### src/rtl/cache_fill_fsm.sv
// ---------------------------------------------------------------------------
// cache_fill_fsm
//
// Purpose:
//   Miss-handling engine sitting between the cache arrays and a pipelined,
//   multi-cycle main memory. On a miss it requests every word of the block
//   that holds the missed address, one request per cycle, streams the
//   returned words into the data array in request order, then writes the
//   tag. The CPU is held stalled through fsm_busy until the block is
//   installed, plus one settling cycle (DONE) so that a miss_detected still
//   high from the old lookup cannot start a second fill.
//
// Ports:
//   clk, rst             clock and synchronous active-high reset
//   miss_detected        cache lookup missed this cycle
//   miss_address         byte address of the missing access
//   fsm_busy             stall request to the CPU
//   memory_read          one-word read request to main memory
//   memory_address       byte address of the current request
//   memory_data_valid    memory_data carries a returned word
//   memory_data          returned word, in request order
//   write_data_array     write cache_data at cache_word_index
//   cache_word_index     word offset within the block being written
//   cache_data           word to write (memory_data passed through)
//   write_tag_array      write tag/valid for the block being filled
//   fill_done            one-cycle pulse, block installed
// ---------------------------------------------------------------------------
module cache_fill_fsm #(
    parameter int BLOCK_WORDS = 8,
    parameter int MEM_LATENCY = 4,
    parameter int ADDR_W      = 16,
    parameter int DATA_W      = 16
) (
    input  logic                           clk,
    input  logic                           rst,
    input  logic                           miss_detected,
    input  logic [ADDR_W-1:0]              miss_address,
    output logic                           fsm_busy,
    output logic                           memory_read,
    output logic [ADDR_W-1:0]              memory_address,
    input  logic                           memory_data_valid,
    input  logic [DATA_W-1:0]              memory_data,
    output logic                           write_data_array,
    output logic [$clog2(BLOCK_WORDS)-1:0] cache_word_index,
    output logic [DATA_W-1:0]              cache_data,
    output logic                           write_tag_array,
    output logic                           fill_done
);

    localparam int IDX_W = $clog2(BLOCK_WORDS);
    localparam int CNT_W = IDX_W + 1;

    localparam logic [CNT_W-1:0]  BLOCK_CNT  = CNT_W'(BLOCK_WORDS);
    localparam logic [CNT_W-1:0]  LAST_CNT   = CNT_W'(BLOCK_WORDS - 1);
    localparam logic [ADDR_W-1:0] BLOCK_MASK = ADDR_W'(2 * BLOCK_WORDS - 1);

    // The word index is carved straight out of the counters, so the block
    // size has to be a power of two. The memory latency only has to be
    // positive: responses are consumed whenever they arrive.
    if ((BLOCK_WORDS < 2) || ((BLOCK_WORDS & (BLOCK_WORDS - 1)) != 0)) begin : gBadBlockWords
        $error("cache_fill_fsm: BLOCK_WORDS must be a power of two >= 2");
    end
    if (MEM_LATENCY < 1) begin : gBadLatency
        $error("cache_fill_fsm: MEM_LATENCY must be at least 1");
    end

    typedef enum logic [1:0] {
        IDLE = 2'd0,
        FILL = 2'd1,
        DONE = 2'd2
    } fillState_t;

    fillState_t        state;
    logic [ADDR_W-1:0] base;
    logic [CNT_W-1:0]  reqCnt;
    logic [CNT_W-1:0]  rcvCnt;

    logic reqActive;
    logic wordWrite;
    logic lastWrite;

    // Request and write qualifiers shared by the state register and the
    // output decode. The counters saturate at BLOCK_WORDS, which is what
    // stops requests and drops any response beyond the eighth.
    assign reqActive = (state == FILL) && (reqCnt < BLOCK_CNT);
    assign wordWrite = (state == FILL) && memory_data_valid && (rcvCnt < BLOCK_CNT);
    assign lastWrite = wordWrite && (rcvCnt == LAST_CNT);

    // State register. The missed address is latched block-aligned on entry
    // to FILL, so later miss_address changes cannot redirect the fill. The
    // fill ends on the last data write; DONE always lasts exactly one cycle.
    always_ff @(posedge clk) begin
        if (rst) begin
            state  <= IDLE;
            base   <= '0;
            reqCnt <= '0;
            rcvCnt <= '0;
        end else begin
            unique case (state)
                IDLE: begin
                    if (miss_detected) begin
                        base   <= miss_address & ~BLOCK_MASK;
                        reqCnt <= '0;
                        rcvCnt <= '0;
                        state  <= FILL;
                    end
                end
                FILL: begin
                    if (reqActive) begin
                        reqCnt <= reqCnt + CNT_W'(1);
                    end
                    if (wordWrite) begin
                        rcvCnt <= rcvCnt + CNT_W'(1);
                    end
                    if (lastWrite) begin
                        state <= DONE;
                    end
                end
                DONE: begin
                    state <= IDLE;
                end
                default: begin
                    state <= IDLE;
                end
            endcase
        end
    end

    // Output decode. Everything is quiet while rst is high, so neither a
    // request nor a tag write can escape in the cycle the fill is aborted.
    // Request addresses wrap inside the block because only the low index
    // bits of reqCnt are added to the aligned base.
    always_comb begin
        fsm_busy         = 1'b0;
        memory_read      = 1'b0;
        memory_address   = '0;
        write_data_array = 1'b0;
        cache_word_index = '0;
        cache_data       = memory_data;
        write_tag_array  = 1'b0;
        fill_done        = 1'b0;
        if (!rst) begin
            unique case (state)
                IDLE: begin
                    fsm_busy = miss_detected;
                end
                FILL: begin
                    fsm_busy         = 1'b1;
                    memory_read      = reqActive;
                    memory_address   = base + ADDR_W'({reqCnt[IDX_W-1:0], 1'b0});
                    write_data_array = wordWrite;
                    cache_word_index = rcvCnt[IDX_W-1:0];
                    write_tag_array  = lastWrite;
                    fill_done        = lastWrite;
                end
                DONE: begin
                    fsm_busy = 1'b1;
                end
                default: begin
                    fsm_busy = 1'b0;
                end
            endcase
        end
    end

endmodule
### config.mk
export PLATFORM = sky130hd
export DESIGN_NAME = cache_fill_fsm
export DESIGN_NICKNAME = d
export VERILOG_FILES = /design/src/rtl/cache_fill_fsm.sv
export SDC_FILE = /design/constraint.sdc
export NUM_CORES = 1
export LEC_CHECK = 0
export ABC_AREA = 1
export BUFFER_PORTS_ARGS = -buffer_cell sky130_fd_sc_hd__buf_4
export CAP_MARGIN = 40
export CORE_MARGIN = 10
export CORE_UTILIZATION = 47
export DETAILED_ROUTE_END_ITERATION = 6
export PLACE_DENSITY = 0.85
export SLEW_MARGIN = 20
export SYNTH_ARGS = -nofsm -noshare
export SYNTH_HDL_FRONTEND = slang
export SYNTH_SLANG_ARGS = --single-unit
### constraint.sdc
create_clock -name clk -period 1.92 [get_ports clk]
set_input_delay 0.192 -clock clk [delete_from_list [all_inputs] [get_ports clk]]
set_output_delay 0.192 -clock clk [all_outputs]
set_load 0.02 [all_outputs]
==> impl_metrics.py, run 1 <==
metrics = {
    "global_routing": {
        "grt_pass1_vias": 1307,
        "grt-ovfl-total": 0,
        "grt_max_degree": 21,
        "track_usage": 0.123,
        "grt_pass1_wl_mm": 5.55,
        "antenna_found_initial": 0,
    },
    "critical_path": {
        "endpoint_kind": "output pin",
        "slowest_stage": "dfxtp_1",
        "crit_chain": "inv_2, ha_2, nand2_4, inv_4, o21ai_0, inv_1, buf_4",
        "crit_path_max_fanout": 14,
        "cp.arrival_ps": 1570,
        "start_kind": "register",
        "cpPeakStageDelay_ps": 400,
        "cp.required_ps": 1730,
        "timing_worst_setup_path_type": "reg -> out",
    },
    "finish": {
        "area_delta_synth_final_pct": 17.4,
        "mostFrequentLayoutCell": "nor2_1",
        "seqCellArea_um2": 442,
        "antenna_cells": 0,
        "nets": 267,
        "drive_gt1_frac": 0.286,
        "nFillCells": 268,
        "multi_input_area_um2": 676,
        "design_area_um2": 1570,
        "layout_common_cells": "nor2_1 (58), buf_4 (41), nand2_1 (37)",
    },
    "timing": {
        "fin_crit_sh": 0.915,
        "fin_crit_ps": 1760,
        "setup_violations": 0,
        "maxSlewViolCount": 0,
        "whs_ps": 129,
        "final.setup.tns_ps": 0,
        "fin_skew_ps": 3.62,
        "rsz0062_at_grt": "false",
        "hold_violations": 0,
        "fmax_ghz": 0.569,
    },
    "clock_tree": {
        "clock_latency_ps": 300,
        "clkSlewWorstSetupHoldPaths_ps": 120,
        "cts_tree": "built",
        "post_cts_buffers": 0,
        "max-clock-path-buffers": 2,
        "cts-root-buf": "clkbuf_4",
        "htree_num_levels": 1,
        "cts.sink_count": 22,
        "cts_buffers": 3,
    },
    "job": {
        "drv_cap": 0,
    },
    "worst_hold_path": {
        "hold_class": "in -> reg",
    },
    "place": {
        "place_hpwl_mm": 2.41,
        "place_congestion": 0.817,
        "dpl_cell_area_um2": 1510,
        "io_buffers": 38,
    },
    "synthesis": {
        "syn_nets": 246,
        "yosysUniqueCellTypes": 25,
        "synth_top_flop_cell": "dfxtp_1",
        "ys_ff_latch": 22,
        "yosysWarnings": 0,
        "ys_seq_area_frac": 0.329,
        "synth_edf_count": 0,
        "async_flop_share": 0,
        "synthCells": 204,
        "synth_area_um2": 1340,
        "avgSynthCellArea_um2": 6.56,
    },
    "floorplan": {
        "io-pin-count": 76,
        "die_area_um2": 5380,
        "initial_utilization": 0.490,
        "rows": 19,
        "die_x_um": 73.4,
        "die_h_um": 73.4,
        "core-area_um2": 2730,
    },
    "detailed_routing": {
        "routed_wl_mm": 3.10,
        "drtIter0Drc": 32,
        "vias": 1225,
        "vias_per_cell": 4.80,
        "drc_errors": 0,
        "dr.pass1.iters": 4,
        "wire_per_inst_um": 12.1,
        "ant_nets": 0,
    },
    "pwr": {
        "ir_drop_mv": 0.573,
        "powerDensity_nw_per_um2": 973,
        "cellLeakagePower_nw": 0.749,
    },
    "outcome": {
        "outcome": "complete, no violations",
    },
}
area by class of cell:
type                       instances  share of cell area
timing repair buffer              41               0.196
inverter                          18              0.0454
tap                               31              0.0247
sequential                        22               0.281
multi-input combinational        139               0.430
clock buffer                       4              0.0231
state kept, by name (all words and copies together), names as in the netlist:
| name | count |
|---|---|
| base | 12 |
| rcvCnt | 4 |
| reqCnt | 4 |
| state | 2 |
per-stage QoR:
stage / utilization / std cells / power (mW) / setup slack (ps)
after global placement: 0.552 / 251 / 1.23 / 347
after global routing: 0.575 / 255 / 1.68 / 45.1
final: 0.575 / 255 / 1.53 / 162
after detailed placement: 0.552 / 251 / 1.25 / 333
after floorplan: - / 204 / 1.12 / 143
after CTS: 0.567 / 255 / 1.52 / 5.52
power breakdown:
part           leakage [nW]  internal, mW  switching, mW
clock                0.0210         0.116          0.138
combinational         0.547         0.255          0.423
sequential            0.181         0.538         0.0583
total                 0.749         0.909          0.620
routing by layer:
| layer | GRT usage | vias to the layer above | wire (um) |
|---|---|---|---|
| li1 | - | 646 | - |
| met1 | 0.135 | 545 | 1350 |
| met2 | 0.212 | 32 | 1490 |
| met3 | 0.0458 | 2 | 246 |
| met4 | 0.0393 | 0 | 10 |
| met5 | 0 | - | 0 |
synthesized netlist by cell type, types with 5 or more instances:
master	number	area, um^2
o21ai_0	13	65.1
inv_1	14	52.6
nand2_1	37	139
nand3_1	5	25.0
dfxtp_1	22	440
ha_1	6	75.1
nor2_1	59	221
buf_4	19	143
final timing paths:
path	from	to	slack [ps]	depth (start not counted)
setup / recovery	state[1]	fsm_busy	160	7
hold / removal	miss_address[11]	base[11]	130	3
setup reg to reg	state[1]	state[1]	510	7
hold reg to reg	base[15]	base[15]	490	2
worst max-delay path: cells and delay by family (launching register included):
kind | cells | cell delay, ps
compound gates | 1 | 150
fa+ha+maj | 1 | 220
flops | 1 | 400
simple gates | 1 | 120
buf+inv | 4 | 370
logic make-up (layout without fill, tap and decap cells):
group                    count (synthesis)  in the layout  share of synthesized area
buffers and inverters                   43             63                      0.183
flip-flops                              22             22                      0.329
AND/OR/NAND/NOR                        110            110                      0.336
adder cells (fa/ha/maj)                  6              6                     0.0561
other                                    1              1                    0.00280
AO/OA/AOI/OAI                           22             22                     0.0935
what timing repair did:
item	4_1_cts	5_1_grt
hold buffers	0	0
endpoints found under the setup margin	6	6
gates resized for setup	2	7
pin swaps	0	2
Note: power is estimated with default switching activity, not from simulation.
==> run 2, diff against run 1 <==
--- a/config.mk
+++ b/config.mk
@@ -11,7 +11,7 @@
 export CORE_MARGIN = 10
 export CORE_UTILIZATION = 47
 export DETAILED_ROUTE_END_ITERATION = 6
-export PLACE_DENSITY = 0.85
+export PLACE_DENSITY = 0.87
 export SLEW_MARGIN = 20
 export SYNTH_ARGS = -nofsm -noshare
 export SYNTH_HDL_FRONTEND = slang
==> impl_metrics.py, run 2 (synthesized netlist as in run 1, its figures left out) <==
metrics = {
    "detailed_routing": {
        "routed_wl_mm": 3.09,
        "ant_nets": 0,
        "vias": 1250,
        "drtIter0Drc": 92,
        "dr.pass1.iters": 4,
        "wire_per_inst_um": 12.1,
        "drc_errors": 0,
        "vias_per_cell": 4.90,
    },
    "clock_tree": {
        "cts.sink_count": 22,
        "clkSlewWorstSetupHoldPaths_ps": 130,
        "holdBufCountCts": 0,
        "cts-root-buf": "clkbuf_4",
        "cts_tree": "built",
        "max-clock-path-buffers": 2,
        "clock_latency_ps": 320,
        "htree_num_levels": 1,
        "cts_buffers": 3,
    },
    "floorplan": {
        "die_h_um": 73.4,
        "die_area_um2": 5380,
        "io-pin-count": 76,
        "core-area_um2": 2730,
        "initial_utilization": 0.490,
        "rows": 19,
        "die_x_um": 73.4,
    },
    "critical_path": {
        "endpoint_kind": "output pin",
        "crit_path_max_fanout": 14,
        "cp.required_ps": 1730,
        "timing_worst_setup_path_type": "reg -> out",
        "cp.arrival_ps": 1570,
        "r2r_slack_ps": 450,
        "start_kind": "register",
    },
    "finish": {
        "top_regs": "base x12, rcvCnt x4, reqCnt x4",
        "nFillCells": 255,
        "area_delta_synth_final_pct": 18.5,
        "final_util": 0.580,
        "stdcell_count": 255,
        "top_register": "base",
        "layout_common_cells": "nor2_1 (59), buf_4 (41), nand2_1 (37)",
        "largest_reg_flops": 12,
        "mostFrequentLayoutCell": "nor2_1",
        "nets": 267,
        "drive_gt1_frac": 0.290,
        "antenna_cells": 0,
    },
    "place": {
        "place_congestion": 0.801,
        "place_hpwl_mm": 2.31,
        "io_buffers": 38,
        "dpl.cell_count": 251,
        "pre_cts_ws_ps": 311,
    },
    "pwr": {
        "sw_frac_of_total": 0.388,
        "cellLeakagePower_nw": 0.756,
        "powerDensity_nw_per_um2": 1040,
        "p_seq_frac": 0.363,
        "p_clk_frac": 0.219,
        "ir_drop_mv": 0.696,
        "p_int_mw": 1.01,
        "power.switching_mw": 0.637,
        "combinationalPowerShare": 0.418,
    },
    "timing": {
        "fin_crit_ps": 1760,
        "maxSlewViolCount": 0,
        "setup_violations": 0,
        "final.setup.tns_ps": 0,
        "hold_violations": 0,
        "setup_ws_ps": 158,
        "rsz0062_at_grt": "false",
        "fin_crit_sh": 0.918,
        "fin_skew_ps": 12.3,
        "fmax_ghz": 0.567,
    },
    "global_routing": {
        "antenna_found_initial": 0,
        "grt-ovfl-total": 0,
        "track_usage": 0.123,
        "grt_pass1_wl_mm": 5.50,
        "grt_max_degree": 21,
        "grt_pass1_vias": 1301,
    },
    "job": {
        "drv_cap": 0,
    },
    "worst_hold_path": {
        "hold_class": "in -> reg",
    },
    "outcome": {
        "outcome": "complete, no violations",
    },
}
==> run 2: changes by cell type in the layout (fill, tap and decap cells not counted) <==
cell	before	now
bufinv_16	0	1
clkbuf_8	1	0
dfxtp_1	21	20
dfxtp_2	1	2
inv_1	13	12
inv_2	3	4
nor2_1	58	59
nor2_2	2	1
==> run 2: cell type report <==
type,instances,area (um^2),area share
clock inverter,1,30.0,0.0189
clock buffer,3,22.5,0.0142
tap,31,38.8,0.0244
sequential,22,443,0.279
timing repair buffer,41,308,0.194
inverter,18,71.3,0.0450
multi-input combinational,139,673,0.424
==> run 2: layer usage <==
layer,wire (um),up-vias,global-route usage
li1,-,645,-
met3,333,8,0.0552
met2,1470,48,0.211
met5,0,-,0
met1,1240,549,0.126
met4,42,0,0.0518
==> run 2: power groups by stage <==
stage	sequential (mW)	clock, mW	combinational [mW]
finish	0.596	0.360	0.687
detailed placement	0.600	0	0.650
floorplan	0.589	0	0.534
global placement	0.596	0	0.632
global route	0.607	0.393	0.777
CTS	0.591	0.369	0.681
==> run 2: path summary, 6_finish.rpt <==
| kind | startpoint | endpoint | cells after the start |
|---|---|---|---|
| min | miss_address[14] | base[14] | 3 |
| min reg2reg | base[15] | base[15] | 2 |
| max reg2reg | state[1] | state[0] | 9 |
| max | state[0] | fsm_busy | 7 |
==> run 2: critical path: stages, from the launching register on <==
cell and delay, ps:
dfxtp_2 390, inv_1 80, ha_2 230, nand2_4 120, inv_4 90, o21ai_0 150
inv_1 50, buf_4 150
==> run 2: repair_timing <==
item,in CTS,in global routing
pin swaps,1,1
setup endpoints to repair,6,8
endpoints found under the hold margin,0,0
gates resized for setup,4,5
setup buffers,0,0
==> run 2: stage by stage <==
| step | power [mW] | hold WS (ps) | cell area, um^2 |
|---|---|---|---|
| after floorplan | 1.12 | 356 | 1340 |
| after global placement | 1.23 | 384 | 1510 |
| after detailed placement | 1.25 | 384 | 1510 |
| after CTS | 1.64 | 100 | 1570 |
| after global routing | 1.78 | 106 | 1590 |
| final | 1.64 | 104 | 1590 |
